<file path="src/rtl/onchip_read_master_stream_if.sv">
// Avalon-MM read bus plus the outbound valid/ready word stream of the read master.
// The slave modport is the memory/consumer side of the same signals.
interface onchip_read_master_stream_if #(
  parameter int DATA_WIDTH = 16,
  parameter int ADDR_WIDTH = 11
);
  logic [ADDR_WIDTH-1:0]   address;
  logic [DATA_WIDTH/8-1:0] byteenable;
  logic                    read;
  logic                    chipselect;
  logic                    waitrequest;
  logic [DATA_WIDTH-1:0]   readdata;
  logic                    readdatavalid;
  logic [DATA_WIDTH-1:0]   data_out;
  logic                    data_valid;
  logic                    data_ready;

  modport master (
    output address, byteenable, read, chipselect,
    input  waitrequest, readdata, readdatavalid,
    output data_out, data_valid,
    input  data_ready
  );

  modport slave (
    input  address, byteenable, read, chipselect,
    output waitrequest, readdata, readdatavalid,
    input  data_out, data_valid,
    output data_ready
  );
endinterface

</file>
<file path="src/rtl/onchip_read_master_stream.sv">
// Block read master: pipelined Avalon-MM reads of NUM words from a base address,
// buffered in a first-word-fall-through FIFO and streamed out with valid/ready.
module onchip_read_master_stream #(
  parameter int DATA_WIDTH  = 16,
  parameter int ADDR_WIDTH  = 11,
  parameter int LEN_WIDTH   = 12,
  parameter int FIFO_DEPTH  = 8,
  parameter int ADDR_STRIDE = 1
) (
  input  logic                  clk,
  input  logic                  rst,
  onchip_read_master_stream_if.master bus,
  input  logic                  start,
  input  logic [ADDR_WIDTH-1:0] start_addr,
  input  logic [LEN_WIDTH-1:0]  num_words,
  output logic                  busy,
  output logic                  done,
  output logic                  protocol_err
);
  localparam int PW = $clog2(FIFO_DEPTH);
  localparam int CW = PW + 1;
  localparam logic [1:0] S_IDLE  = 2'd0;
  localparam logic [1:0] S_ISSUE = 2'd1;
  localparam logic [1:0] S_DRAIN = 2'd2;
  localparam logic [CW:0]           DEPTH_C  = (CW+1)'(FIFO_DEPTH);
  localparam logic [ADDR_WIDTH-1:0] STRIDE_C = ADDR_WIDTH'(ADDR_STRIDE);

  logic [1:0]            state_q, state_d;
  logic [ADDR_WIDTH-1:0] addr_q, addr_d;
  logic [LEN_WIDTH-1:0]  rem_q, rem_d;
  logic [CW-1:0]         outstanding_q, outstanding_d;
  logic [CW-1:0]         count_q, count_d;
  logic [PW-1:0]         wr_ptr_q, wr_ptr_d;
  logic [PW-1:0]         rd_ptr_q, rd_ptr_d;
  logic                  done_q, done_d;
  logic                  perr_q, perr_d;
  logic [DATA_WIDTH-1:0] mem_q [FIFO_DEPTH];

  logic credit, rd_req, accept, push, pop;

  always_comb begin
    // Credit counts words already in flight, so every accepted read has a FIFO slot reserved.
    credit = ({1'b0, outstanding_q} + {1'b0, count_q}) < DEPTH_C;
    rd_req = (state_q == S_ISSUE) && credit;
    accept = rd_req && !bus.waitrequest;
    push   = bus.readdatavalid && (outstanding_q != '0);
    pop    = (count_q != '0) && bus.data_ready;
  end

  always_comb begin
    state_d       = state_q;
    addr_d        = addr_q;
    rem_d         = rem_q;
    done_d        = 1'b0;
    perr_d        = perr_q | (bus.readdatavalid && (outstanding_q == '0));
    outstanding_d = outstanding_q;
    count_d       = count_q;
    wr_ptr_d      = push ? wr_ptr_q + PW'(1) : wr_ptr_q;
    rd_ptr_d      = pop  ? rd_ptr_q + PW'(1) : rd_ptr_q;

    case ({accept, push})
      2'b10:   outstanding_d = outstanding_q + CW'(1);
      2'b01:   outstanding_d = outstanding_q - CW'(1);
      default: outstanding_d = outstanding_q;
    endcase

    case ({push, pop})
      2'b10:   count_d = count_q + CW'(1);
      2'b01:   count_d = count_q - CW'(1);
      default: count_d = count_q;
    endcase

    case (state_q)
      S_IDLE: begin
        if (start) begin
          addr_d = start_addr;
          rem_d  = num_words;
          if (num_words == '0) done_d  = 1'b1;
          else                 state_d = S_ISSUE;
        end
      end
      S_ISSUE: begin
        if (accept) begin
          addr_d = addr_q + STRIDE_C;
          rem_d  = rem_q - LEN_WIDTH'(1);
          if (rem_q == LEN_WIDTH'(1)) state_d = S_DRAIN;
        end
      end
      S_DRAIN: begin
        if ((outstanding_q == '0) && (count_q == '0)) begin
          state_d = S_IDLE;
          done_d  = 1'b1;
        end
      end
      default: state_d = S_IDLE;
    endcase
  end

  always_ff @(posedge clk) begin
    if (rst) begin
      state_q       <= S_IDLE;
      addr_q        <= '0;
      rem_q         <= '0;
      outstanding_q <= '0;
      count_q       <= '0;
      wr_ptr_q      <= '0;
      rd_ptr_q      <= '0;
      done_q        <= 1'b0;
      perr_q        <= 1'b0;
    end else begin
      state_q       <= state_d;
      addr_q        <= addr_d;
      rem_q         <= rem_d;
      outstanding_q <= outstanding_d;
      count_q       <= count_d;
      wr_ptr_q      <= wr_ptr_d;
      rd_ptr_q      <= rd_ptr_d;
      done_q        <= done_d;
      perr_q        <= perr_d;
    end
  end

  always_ff @(posedge clk) begin
    if (push) mem_q[wr_ptr_q] <= bus.readdata;
  end

  assign bus.address    = addr_q;
  assign bus.byteenable = '1;
  assign bus.read       = rd_req;
  assign bus.chipselect = rd_req;
  assign bus.data_out   = mem_q[rd_ptr_q];
  assign bus.data_valid = (count_q != '0);
  assign busy           = (state_q != S_IDLE);
  assign done           = done_q;
  assign protocol_err   = perr_q;
endmodule

</file>
<file path="src/flat_wrapper.sv">
// flat-port wrapper written by rule: the top's interface ports become plain ports
module onchip_read_master_stream_flat 
#(
  parameter int DATA_WIDTH  = 16,
  parameter int ADDR_WIDTH  = 11,
  parameter int LEN_WIDTH   = 12,
  parameter int FIFO_DEPTH  = 8,
  parameter int ADDR_STRIDE = 1
)
  (clk, rst, start, start_addr, num_words, busy, done, protocol_err, bus_address, bus_byteenable, bus_read, bus_chipselect, bus_waitrequest, bus_readdata, bus_readdatavalid, bus_data_out, bus_data_valid, bus_data_ready);
  onchip_read_master_stream_if #(.DATA_WIDTH(DATA_WIDTH), .ADDR_WIDTH(ADDR_WIDTH)) bus_i ();
  input  logic clk;
  input  logic rst;
  input  logic start;
  input  logic [ADDR_WIDTH-1:0] start_addr;
  input  logic [LEN_WIDTH-1:0] num_words;
  output logic busy;
  output logic done;
  output logic protocol_err;
  output wire logic [$bits(bus_i.address)-1:0] bus_address;
  output wire logic [$bits(bus_i.byteenable)-1:0] bus_byteenable;
  output wire logic [$bits(bus_i.read)-1:0] bus_read;
  output wire logic [$bits(bus_i.chipselect)-1:0] bus_chipselect;
  input wire logic [$bits(bus_i.waitrequest)-1:0] bus_waitrequest;
  input wire logic [$bits(bus_i.readdata)-1:0] bus_readdata;
  input wire logic [$bits(bus_i.readdatavalid)-1:0] bus_readdatavalid;
  output wire logic [$bits(bus_i.data_out)-1:0] bus_data_out;
  output wire logic [$bits(bus_i.data_valid)-1:0] bus_data_valid;
  input wire logic [$bits(bus_i.data_ready)-1:0] bus_data_ready;
  assign bus_address = bus_i.address;
  assign bus_byteenable = bus_i.byteenable;
  assign bus_read = bus_i.read;
  assign bus_chipselect = bus_i.chipselect;
  assign bus_i.waitrequest = bus_waitrequest;
  assign bus_i.readdata = bus_readdata;
  assign bus_i.readdatavalid = bus_readdatavalid;
  assign bus_data_out = bus_i.data_out;
  assign bus_data_valid = bus_i.data_valid;
  assign bus_i.data_ready = bus_data_ready;
  onchip_read_master_stream #(.DATA_WIDTH(DATA_WIDTH), .ADDR_WIDTH(ADDR_WIDTH), .LEN_WIDTH(LEN_WIDTH), .FIFO_DEPTH(FIFO_DEPTH), .ADDR_STRIDE(ADDR_STRIDE)) u_core (.clk(clk), .rst(rst), .bus(bus_i), .start(start), .start_addr(start_addr), .num_words(num_words), .busy(busy), .done(done), .protocol_err(protocol_err));
endmodule
</file>
<file path="config.mk">
export PLATFORM = sky130hd
export DESIGN_NAME = onchip_read_master_stream_flat
export DESIGN_NICKNAME = d
export VERILOG_FILES = /design/src/rtl/onchip_read_master_stream_if.sv /design/src/rtl/onchip_read_master_stream.sv /design/src/flat_wrapper.sv
export SDC_FILE = /design/constraint.sdc
export NUM_CORES = 1
export LEC_CHECK = 0
export BUFFER_PORTS_ARGS = -buffer_cell sky130_fd_sc_hd__buf_2
export CORE_ASPECT_RATIO = 0.6
export CORE_MARGIN = 8
export CORE_UTILIZATION = 50
export CTS_BUF_LIST = sky130_fd_sc_hd__clkbuf_8
export DETAILED_ROUTE_END_ITERATION = 10
export GPL_TIMING_DRIVEN = 0
export PLACE_DENSITY = 0.79
export SETUP_SLACK_MARGIN = 0.05
export SLEW_MARGIN = 0
export SYNTH_ARGS = -nofsm -noshare
export SYNTH_HDL_FRONTEND = slang
export SYNTH_SLANG_ARGS = --single-unit
export TNS_END_PERCENT = 100
</file>
<file path="constraint.sdc">
create_clock -name clk -period 2.7 [get_ports clk]
set_input_delay 0.54 -clock clk [delete_from_list [all_inputs] [get_ports clk]]
set_output_delay 0.54 -clock clk [all_outputs]
set_load 0.01 [all_outputs]
</file>
---- Yosys cells after proc, flatten, opt, wreduce, memory -nomap -nowiden ----
Memory sizes are Yosys's and may differ from the RTL's. A register that Yosys moved wholly into a read port is not among the register bits.
Cells that the tools add are included.
storage, ports and cells
  bits in registers ....................... 41
  bits in writable memories ............... 128
  input bits .............................. 45
  output and inout port bits .............. 35
  logic and storage cells ................. 74
  memories kept ........................... 1
memory list
  name          depth  width  read ports  clocked after Yosys merged registers in  write ports  RTL line                         RTL
  u_core.mem_q  8      16     1           1                                        1            onchip_read_master_stream.sv:37  logic [DATA_WIDTH-1:0] mem_q [FIFO_DEPTH];
operators by class
  $add $sub $neg .......................... 9
  $lt $le $gt $ge ......................... 1
  equality and inequality tests ........... 12
  multiplexer cells ....................... 22
  bitwise operators ....................... 1
  reduce and logical (&&, ||, !) cells .... 19
operators by type and width
  operator               count
  $mux 12                2
  $pmux 12 s2            1
  $mux 11                2
  $pmux 11 s2            1
  $pmux 4 s2             2
  $eq 12x1->1 const B    1
  $logic_not 12->1       1
  $sub 12x1->12 const B  1
  $add 11x1->11 const B  1
  $mux 2                 5
  $add 4x1->4 const B    2
  $logic_not 4->1        2
  $reduce_bool 2->1      4
  $reduce_bool 4->1      2
  $sub 4x1->4 const B    2
  $add 3x1->3 const B    2
  $eq 2x1->1 const B     3
  $eq 2x2->1 const B     3
  $logic_and 1x1->1      6
  $mux 3                 2
  $ne 2x2->1 const B     3
  $pmux 2 s3             1
  $add 4x4->5            1
  $lt 5x4->1 const B     1
  8 further kinds        13

---- Depth between registers and ports, before layout ----
Gate-level depths: netlist of run 1.
  depth in word-level cells ............... 6
  gate-level depth with buffers ........... 12
  gate-level depth less buffers ........... 11

---- Least setup slack after synthesis of run 1 ----
Ideal clock, no wire load.
  path type ............................... reg2reg
  start ................................... register u_core.count_q[3]
  end ..................................... register u_core.outstanding_q[3]
  setup time .............................. 121 ps
  data arrival time ....................... 2,723 ps
  data required time ...................... 2,579 ps
  slack ................................... -144 ps
  stages on the path, launching flop included .. 12
  buffers on the path ..................... 1
  period minus slack after synthesis ...... 2,844 ps
  path through ............................ dfxtp_1 ha_1 nor4_1 o211a_4 inv_2 buf_2 ha_1 ha_1 a21o_1 a21oi_1 mux2i_1 mux2_2
between the ends
  word-level cells in the longest chain between the ends .. 6
  elaborated cells between the ends (all ways) .. 8
  classes of those cells .................. 1 x add/sub; 1 x order compare; 2 x eq/ne; 1 x mux; 3 x reduce/logical
ends and longest elaborated chain
  item                                             RTL line                          RTL
  from (decl)                                      onchip_read_master_stream.sv:32   logic [CW-1:0] count_q, count_d;
  from (signal assigned)                           onchip_read_master_stream.sv:115  count_q <= count_d;
  $add 4x4->5 *                                    onchip_read_master_stream.sv:43   credit = ({1'b0, outstanding_q} + {1'b0, count_q}) < DEPTH_C;
  $lt 5x4->1 *                                     onchip_read_master_stream.sv:43
  $logic_and 1x1->1 *                              onchip_read_master_stream.sv:44   rd_req = (state_q == S_ISSUE) && credit;
  $logic_and 1x1->1 *                              onchip_read_master_stream.sv:45   accept = rd_req && !bus.waitrequest;
  $eq 2x1->1 or $eq 2x2->1 (tied branches)         onchip_read_master_stream.sv:61   case ({accept, push})
  $pmux 4 s2 or $reduce_bool 2->1 (tied branches)  n/a
  to (signal assigned)                             onchip_read_master_stream.sv:114  outstanding_q <= outstanding_d;
  to (decl)                                        onchip_read_master_stream.sv:31   logic [CW-1:0] outstanding_q, outstanding_d;
Every way passes the cells marked *; elsewhere a longest branch is shown, timed or not.
A chain may end at the register's enable or synchronous reset.

---- Final worst setup path of run 1 ----
Ends and elaborated chain as after synthesis.

==> flow_summary.toml, run 1 <==
[outcome]
status = "complete, no violations"

[detailed_routing]
postRouteWirelength_um = 18800
ant_nets = 0
vias = 5101
drc = 0
viasPerCell = 5.99
routedWlPerCell_um = 22.1
drt-initial-drc-count = 675
first_pass_iters = 5

[cts]
cts-root-buf = "clkbuf_8"
cts_buffer_depth = 2
cts_max_level = 4
numCtsBuffers = 17
path_clk_slew_ns = 0.11
cts_tree = "built"
clock-sinks = 172
insertion_delay_ns = 0.46

[floorplanning]
num_io_pins = 80
core_area_um2 = 14600
initial_core_util = 0.516
rows = 34
die_y_um = 111
die_area_um2 = 19400
chipWidth_um = 175

[synthesis]
yosysTopAreaCell = "edfxtp_1"
async_reset_ff_frac = 0
yosys_warnings = 0
netlist_top_cells_area = "edfxtp_1, dfxtp_1, mux4_2"
netlist_area_um2 = 7550
synthTopCellsByCount = "edfxtp_1, dfxtp_1, nor2_1"
synth_cell_types = 67
synthCells = 530
ys_seq_elements = 172
synth.most_common_cell = "edfxtp_1"
synth-main-ff-cell = "edfxtp_1"
ys_seq_area_frac = 0.626
netlist.area_leader.share = 0.509
synth.avg_cell_area_um2 = 14.2
synth_edf_count = 128

[setup_path]
worstPathRequired_ns = 3.04
cp_cell_sequence = "ha_4 -> nor4_4 -> o211a_4 -> inv_8 -> ha_4 -> ha_4 -> a21o_1 -> a21oi_2 -> mux2i_1 -> mux2_2"
path_max_fanout = 4
slowest_delay_ns = 0.37
start_kind = "flip-flop"
path_class = "flip-flop to flip-flop"
arrival_ns = 3.00
critical_path.endpoint_type = "flip-flop"
slowest_stage = "dfxtp_4"
path_common_cell = "ha_4"

[timing]
grt_setup_unrepaired = "yes"
min_period_ns = 2.66
tns_ns = 0
hold_violations = 0
fmax_mhz = 375
worstMarginPinSlew_ns = 0.770
whs_ns = 0.352
slew_headroom = 0.484
clock_skew_ns = 0.0140
final_max_slew_viol_count = 0
min_period_over_period = 0.987
setup_viol = 0

[pwr]
power.density_nw_per_um2 = 816
vdd_drop_max_mv = 0.392
clkPwrFrac = 0.236
p_leak_nw = 3.18
p_total_w = 0.00736
power.switching_w = 0.00243
pwr-share-comb = 0.324
power.share.switching = 0.330
seqPwrFrac = 0.440
intPower_w = 0.00493

[layout]
antenna_cells = 0
syn2layout_area_growth_pct = 19.3
final_area_um2 = 9010
nets = 702
fin_cells = 852
fill_cells = 1078
drive_gt1_frac = 0.365

[global_route]
first_global_vias = 5129
grt_remaining_overflow = 0
grt_pass1_wl_um = 28800
grtUsageTotal = 0.190
grt_max_degree = 19
antenna_found_initial = 0

[job]
cap_violations = 0

[placed_design]
hpwlAfterDp_um = 13000
dp.cells = 813
io_buffers = 76
place_congestion = 0.914
post_dp_cell_area_um2 = 8350

[worst_hold_path]
min_path_type = "primary input to flip-flop"
-- worst paths after layout --
kind | start | to | slack (ns) | cells past startpoint
worst max-delay path | u_core.count_q[3]$_SDFFE_PP0P_ | u_core.outstanding_q[3]$_SDFFE_PP0P_ | 0.04 | 10
worst min-delay path | bus_readdata[10] | u_core.mem_q[6][10]$_DFFE_PP_ | 0.35 | 1
worst max register to register | u_core.count_q[3]$_SDFFE_PP0P_ | u_core.outstanding_q[3]$_SDFFE_PP0P_ | 0.04 | 10
worst min register to register | u_core.rem_q[10]$_SDFFE_PP0P_ | u_core.rem_q[10]$_SDFFE_PP0P_ | 0.49 | 2
-- power groups by stage --
stage	sequential, W	clock [W]	combinational (W)
after global routing	0.00326	0.00188	0.00257
final	0.00324	0.00173	0.00239
after floorplan	0.00323	0	0.00139
after global placement	0.00325	0	0.00191
after CTS	0.00322	0.00177	0.00224
after detailed placement	0.00327	0	0.00202
-- layer usage --
layer,part of all wire,GRT usage,routed length (um),vias to the layer above
li1,-,-,-,2282
met4,0.010,0.0501,191,0
met3,0.082,0.0520,1550,25
met2,0.47,0.294,8750,270
met1,0.44,0.261,8300,2524
met5,0,0,0,-
-- state kept, by name, summed over array words and instances, names as in the netlist, named ones only --
signal / count
u_core.bus.address: 11
u_core.count_q: 4
u_core.done: 1
u_core.mem_q: 128
u_core.outstanding_q: 4
u_core.protocol_err: 1
u_core.rd_ptr_q: 3
u_core.rem_q: 12
u_core.state_q: 2
u_core.wr_ptr_q: 3
-- per-stage QoR --
| stage | setup slack (ns) | utilization |
|---|---|---|
| floorplan | 0.0525 | - |
| global placement | -0.993 | 0.561 |
| detailed placement | -0.325 | 0.571 |
| CTS | 0.0565 | 0.608 |
| global route | -0.00102 | 0.616 |
| finish | 0.0355 | 0.616 |
-- cell usage in the layout (no fill, tap or decap), types with 4 or more instances in the layout --
cell type / instances
a221oi_1: 5
mux2_2: 19
and3_1: 5
o22ai_1: 7
o32ai_1: 13
buf_8: 6
buf_2: 80
nor4_1: 6
nand2b_1: 4
nor2_2: 6
edfxtp_1: 128
a22oi_1: 4
mux4_2: 32
clkbuf_8: 17
nand4_1: 4
and2_1: 4
dfxtp_2: 6
inv_8: 8
dfxtp_1: 35
nand3_1: 5
nand2_1: 34
ha_4: 4
a21oi_1: 31
xor2_1: 7
inv_1: 20
clkbuf_1: 10
buf_4: 12
a31oi_1: 5
inv_6: 4
nor3_1: 6
nor2_1: 36
ha_1: 10
-- worst max-delay path: cells and delay by family (launching register included) --
kind / cells / cell delay (ns)
muxes: 2 / 0.67
adders and majority gates: 3 / 0.63
AOI/OAI and AO/OA: 3 / 0.56
DFF: 1 / 0.37
and+or+nand+nor: 1 / 0.28
buffers and inverters: 1 / 0.04
-- final cells by class --
| cell class | count | area (um^2) | share of cell area |
|---|---|---|---|
| plain buffers | 29 | 198 | 0.0219 |
| multi-input cells | 304 | 2730 | 0.303 |
| well taps | 198 | 248 | 0.0275 |
| inverters | 23 | 93.8 | 0.0104 |
| repair buffers | 94 | 621 | 0.0689 |
| flip-flops and latches | 172 | 4740 | 0.527 |
| clock inverters | 15 | 143 | 0.0158 |
| clock buffers | 17 | 234 | 0.0260 |
-- timing repair --
action / 4_1_cts / 5_1_grt
hold buffers: 0 / 0
gates resized for setup: 43 / 12
pin swaps: 6 / 2
setup buffers: 5 / 2
gates cloned: 0 / 3
endpoints found under the setup margin: 19 / 20
-- cells by family (layout without fill, tap and decap cells) --
group	count (synthesis)	count (layout)	share of synthesized area
adder cells (fa/ha/maj)	16	16	0.0285
other	1	2	0.000497
buffers and inverters	55	178	0.0310
AND/OR/NAND/NOR	135	135	0.0941
AO/OA/AOI/OAI	90	90	0.0847
XOR/XNOR	8	8	0.00928
flip-flops	172	172	0.626
multiplexers	53	53	0.126
Power figures use the tool's default switching activity.
==> inputs of run 2 (changes only) <==
CTS_BUF_LIST = sky130_fd_sc_hd__clkbuf_2 sky130_fd_sc_hd__clkbuf_4 sky130_fd_sc_hd__clkbuf_8   (was sky130_fd_sc_hd__clkbuf_8)
MAX_ROUTING_LAYER = met4   (was unset)
==> run 2 against run 1 <==
  * Worst hold slack lost 0.011 ns
  * Final cell count increased by 0.23%
  * Setup slack better by 0.075 ns
  * Critical endpoint is now bus_data_out[11]
  * Largest cell class unchanged
  * Highest routed layer unchanged
==> flow_summary.toml, run 2 (same netlist as run 1, synthesis figures left out) <==
[global_route]
grt_remaining_overflow = 0
antenna_found_initial = 0
busiest_layer = "met2"
grtUsageTotal = 0.195
first_global_vias = 5152
grt.met2_usage = 0.287
grt_pass1_wl_um = 28600
grt_max_degree = 20
grtUsageMet3 = 0.0446
use_met1 = 0.264

[layout]
antenna_cells = 0
final_common_cell = "edfxtp_1"
largest_reg_flops = 128
final_util = 0.619
fill_cells = 1083
nets = 704
final_cell_mix = "edfxtp_1, buf_2, nor2_1, dfxtp_1, nand2_1"
drive_gt1_frac = 0.369
syn2layout_area_growth_pct = 19.9
regMostFlops = "u_core.mem_q"
layout.area.seq_um2 = 4740
multi_input_area_um2 = 2740

[timing]
hold_violations = 0
grt_setup_unrepaired = "yes"
min_period_ns = 2.59
clock_skew_ns = 0.0127
worstMarginPinSlew_ns = 0.826
slew_headroom = 0.447
min_period_over_period = 0.959
layout_setup_ws_ns = 0.111
final_max_slew_viol_count = 0
fmax_mhz = 386
setup_viol = 0

[setup_path]
critical_path.endpoint_type = "output pin"
slowest_delay_ns = 0.50
start_kind = "flip-flop"
cp_top_family = "multiplexers"
slowest_stage = "mux4_2"
critPathBufInv = 3
arrival_ns = 2.05
worstPathRequired_ns = 2.16
path_max_fanout = 8
path_class = "flip-flop to output pin"
cp_cell_sequence = "buf_12 -> clkbuf_16 -> mux4_2 -> mux2_2 -> buf_2"

[worst_hold_path]
min_path_type = "primary input to flip-flop"

[placed_design]
io_buffers = 76
hpwlAfterDp_um = 12900
dp_slack_ns = -0.195
place_congestion = 0.898

[detailed_routing]
viasPerCell = 5.98
drc = 0
first_pass_iters = 5
vias = 5111
postRouteWirelength_um = 18600
drt-initial-drc-count = 559
routedWlPerCell_um = 21.8
ant_nets = 0

[cts]
cts_tree = "built"
cts_max_level = 4
cts_buffer_depth = 2
numCtsBuffers = 17
cts-root-buf = "clkbuf_8"
insertion_delay_ns = 0.46
clock-sinks = 172
path_clk_slew_ns = 0.10

[floorplanning]
initial_core_util = 0.516
chipWidth_um = 175
die_y_um = 111
die_area_um2 = 19400
rows = 34
num_io_pins = 80
core_area_um2 = 14600

[pwr]
vdd_drop_max_mv = 0.420
p_leak_nw = 3.20
p_total_w = 0.00741
power.density_nw_per_um2 = 818

[outcome]
status = "complete, no violations"

[job]
cap_violations = 0
run 2: changes by cell type in the layout (fill, tap and decap cells not counted), sizes merged:
cell / previous run / this run
buf: 107 / 109
inv: 34 / 32
clkinvlp: 1 / 0
clkinv: 3 / 6
run 2: worst paths after layout:
path	from	to	depth (start not counted)	slack, ns
setup / recovery	flip-flop	bus_data_out[11]	5	0.11
hold reg to reg	u_core.protocol_err$_SDFF_PP0_	u_core.protocol_err$_SDFF_PP0_	2	0.48
setup reg to reg	u_core.outstanding_q[3]$_SDFFE_PP0P_	u_core.outstanding_q[3]$_SDFFE_PP0P_	10	0.11
hold / removal	bus_readdata[12]	u_core.mem_q[6][12]$_DFFE_PP_	1	0.34
run 2: where the power goes:
group,internal (W),switching [W],total (W)
Clock,0.000701,0.00107,0.00177
Combinational,0.00120,0.00121,0.00240
Sequential,0.00307,0.000170,0.00324
run 2: cell type report:
type,instances,area share
plain buffers,29,0.0235
clock buffers,17,0.0258
clock inverters,15,0.0177
inverters,23,0.0104
multi-input cells,304,0.302
flip-flops and latches,172,0.524
well taps,198,0.0274
repair buffers,96,0.0694
run 2: repair_timing:
action | 4_1_cts | 5_1_grt
buffers inserted | 7 | 2
hold buffers | 0 | 0
setup endpoints to repair | 19 | 19
resized for setup | 41 | 19
pin swaps | 3 | 8
gates cloned | 0 | 3
run 2: layer usage:
metal	vias up	wire length [um]	part of all wire
met4	0	310	0.017
li1	2287	-	-
met3	33	1820	0.098
met2	277	8570	0.46
met5	-	0	0
met1	2514	7920	0.43
run 2: metrics by stage:
stage	hold WS [ns]	setup TNS (ns)	cell area (um^2)	std cells
6_report	0.340	0	9050	854
5_1_grt	0.331	0	9050	854
4_1_cts	0.317	0	8920	850
3_5_place_dp	0.457	-0.384	8350	813
3_3_place_gp	0.455	-41.24	8220	805
2_1_floorplan	0.439	0	7590	531
run 2: worst reg2reg max path, delay by kind of cell (launching register included):
kind | cells | cell delay (ns)
mux | 2 | 0.59
buf+inv | 2 | 0.21
fa+ha+maj | 2 | 0.45
simple gates | 2 | 0.56
flops | 1 | 0.36
compound gates | 2 | 0.30
==> inputs of run 3 (changes only) <==
PLACE_DENSITY = 0.77   (was 0.79)
clock period = 2.6 ns   (was 2.7 ns; I/O delays follow)
==> run 3 against run 2 <==
  * Sequential share of layout area decreased by 1.2 points
  * Utilization increased by 1.5 points
  * Critical path depth unchanged
  * Combinational power increased by 20%
  * Routed wire length increased by 5.3%
  * Highest routed layer unchanged
  * Critical path type unchanged
  * Largest cell class unchanged
  * Critical endpoint is now bus_data_out[10]
  * Sequential cell count unchanged
  * Clock-buffer cell count unchanged
  * First-iteration DRC count decreased by 7.9%
  * Final cell count increased by 0.47%
==> flow_summary.toml, run 3 (same netlist as run 1, synthesis figures left out) <==
[outcome]
status = "complete, no violations"

[layout]
final_area_um2 = 9280
fin_cells = 858
regMostFlops = "u_core.mem_q"
drive_gt1_frac = 0.378
largest_reg_flops = 128
syn2layout_area_growth_pct = 22.8
final_common_cell = "edfxtp_1"
nets = 707
final_cell_mix = "edfxtp_1, buf_2, nor2_1, nand2_1, dfxtp_1"

[worst_hold_path]
min_path_type = "primary input to flip-flop"
hp-start = "start_addr[1]"
hold_depth = 3
hold_end = "u_core.bus.address[1]$_SDFFE_PP0P_"

[timing]
clock_skew_ns = 0.0191
grt_setup_unrepaired = "yes"
hold_violations = 0
whs_ns = 0.336
layout_setup_ws_ns = 0.0481
min_period_over_period = 0.981
fmax_mhz = 392
min_period_ns = 2.55
setup_viol = 0
tns_ns = 0
final_max_slew_viol_count = 0
slew_headroom = 0.432
worstMarginPinSlew_ns = 0.848

[pwr]
clkPwrFrac = 0.226
pwr-share-comb = 0.359
vdd_drop_max_mv = 0.404
p_leak_nw = 3.29
power.density_nw_per_um2 = 870
power.share.switching = 0.326
power.switching_w = 0.00263
intPower_w = 0.00544
seqPwrFrac = 0.416

[floorplanning]
rows = 34
core_area_um2 = 14600
chipWidth_um = 175
num_io_pins = 80
die_area_um2 = 19400
initial_core_util = 0.516
die_y_um = 111

[cts]
holdBufCountCts = 0
numCtsBuffers = 17
cts_buffer_depth = 2
clock-sinks = 172
cts-root-buf = "clkbuf_8"
insertion_delay_ns = 0.45
path_clk_slew_ns = 0.11
cts_tree = "built"
cts_max_level = 4

[setup_path]
reg2reg_from = "u_core.outstanding_q[3]$_SDFFE_PP0P_"
arrival_ns = 2.03
critical_path.endpoint_type = "output pin"
critPathBufInv = 3
start_kind = "flip-flop"
slowest_delay_ns = 0.50
reg2regPathDepth = 10
worst_r2r_endpoint = "u_core.outstanding_q[3]$_SDFFE_PP0P_"
path_class = "flip-flop to output pin"
slowest_stage = "mux4_2"
r2r_setup_slack_ns = 0.09
worstPathRequired_ns = 2.08
cp_cell_sequence = "buf_12 -> clkbuf_16 -> mux4_2 -> mux2_4 -> buf_6"
path_max_fanout = 8
cp_top_family = "multiplexers"

[placed_design]
post_dp_cell_area_um2 = 8380
hpwlAfterDp_um = 13200
dp_slack_ns = -0.308
dp.cells = 813
io_buffers = 76
place_congestion = 0.946

[detailed_routing]
first_pass_iters = 5
viasPerCell = 6.02
vias = 5167
postRouteWirelength_um = 19600
ant_nets = 0
routedWlPerCell_um = 22.9
drc = 0
drt-initial-drc-count = 515

[global_route]
busiest_layer = "met2"
first_global_vias = 5173
grt.met2_usage = 0.300
grt_remaining_overflow = 0
use_met1 = 0.269
grtUsageMet3 = 0.0507
grtUsageTotal = 0.200
grt_pass1_wl_um = 29300
grt_max_degree = 19
antenna_found_initial = 1

[job]
cap_violations = 0
run 3: cell count changes in the layout (fill, tap and decap cells not counted), moves of 2 or more:
cell      before  now
ha_4           4    6
clkinv_4       1    3
inv_6          6    3
inv_4          0    2
inv_8          5    8
mux2_4         1   16
mux2_2        18    3
buf_6          1   22
clkinv_8       3    0
buf_2         79   62
run 3: per-stage QoR:
step | utilization | power (W)
after floorplan | - | 0.00484
after global placement | 0.564 | 0.00541
after detailed placement | 0.572 | 0.00555
after CTS | 0.623 | 0.00785
after global routing | 0.634 | 0.00843
final | 0.634 | 0.00807
run 3: worst max-delay path by stage:
stage	slack [ns]	cells past startpoint	from	end
after floorplan	0.03	11	u_core.count_q[3]$_SDFFE_PP0P_	u_core.outstanding_q[3]$_SDFFE_PP0P_
after global placement	-1.05	5	bus_readdatavalid	u_core.mem_q[0][4]$_DFFE_PP_
final	0.05	5	flip-flop	bus_data_out[10]
after CTS	0.005	5	flip-flop	bus_data_out[6]
after global routing	-0.008	5	flip-flop	bus_data_out[8]
after detailed placement	-0.31	11	u_core.count_q[1]$_SDFFE_PP0P_	u_core.outstanding_q[3]$_SDFFE_PP0P_
run 3: layout make-up:
cell class | count | area [um^2]
inverters | 23 | 98.8
clock buffers | 17 | 234
well taps | 198 | 248
clock inverters | 15 | 143
flip-flops and latches | 172 | 4740
plain buffers | 30 | 226
multi-input cells | 304 | 2830
fillers | 1079 | 5360
repair buffers | 98 | 751
diodes | 1 | 2.50
run 3: metal layers:
layer / vias up / wire length (um) / share of wire
li1: 2287 / - / -
met1: 2608 / 8580 / 0.44
met2: 251 / 9160 / 0.47
met3: 21 / 1620 / 0.083
met4: 0 / 254 / 0.013
met5: - / 0 / 0
run 3: power by group through the flow:
stage               logic, W  registers (W)  clock network [W]
floorplan            0.00148        0.00336                  0
global placement     0.00203        0.00338                  0
detailed placement   0.00215        0.00340                  0
CTS                  0.00266        0.00335            0.00185
global route         0.00310        0.00338            0.00195
finish               0.00289        0.00335            0.00182
run 3: worst reg2reg max path: cells and delay by family, from the launching register on:
kind                       cells  cell delay, ns
muxes                          2            0.60
adders and majority gates      3            0.63
AOI/OAI and AO/OA              3            0.55
buffers and inverters          1            0.05
DFF                            1            0.37
and+or+nand+nor                1            0.21
run 3: what timing repair did:
action | in CTS | in global routing
gates resized for setup | 77 | 14
setup endpoints to repair | 20 | 20
setup buffers | 9 | 2
pin swaps | 8 | 2
cloned | 0 | 3
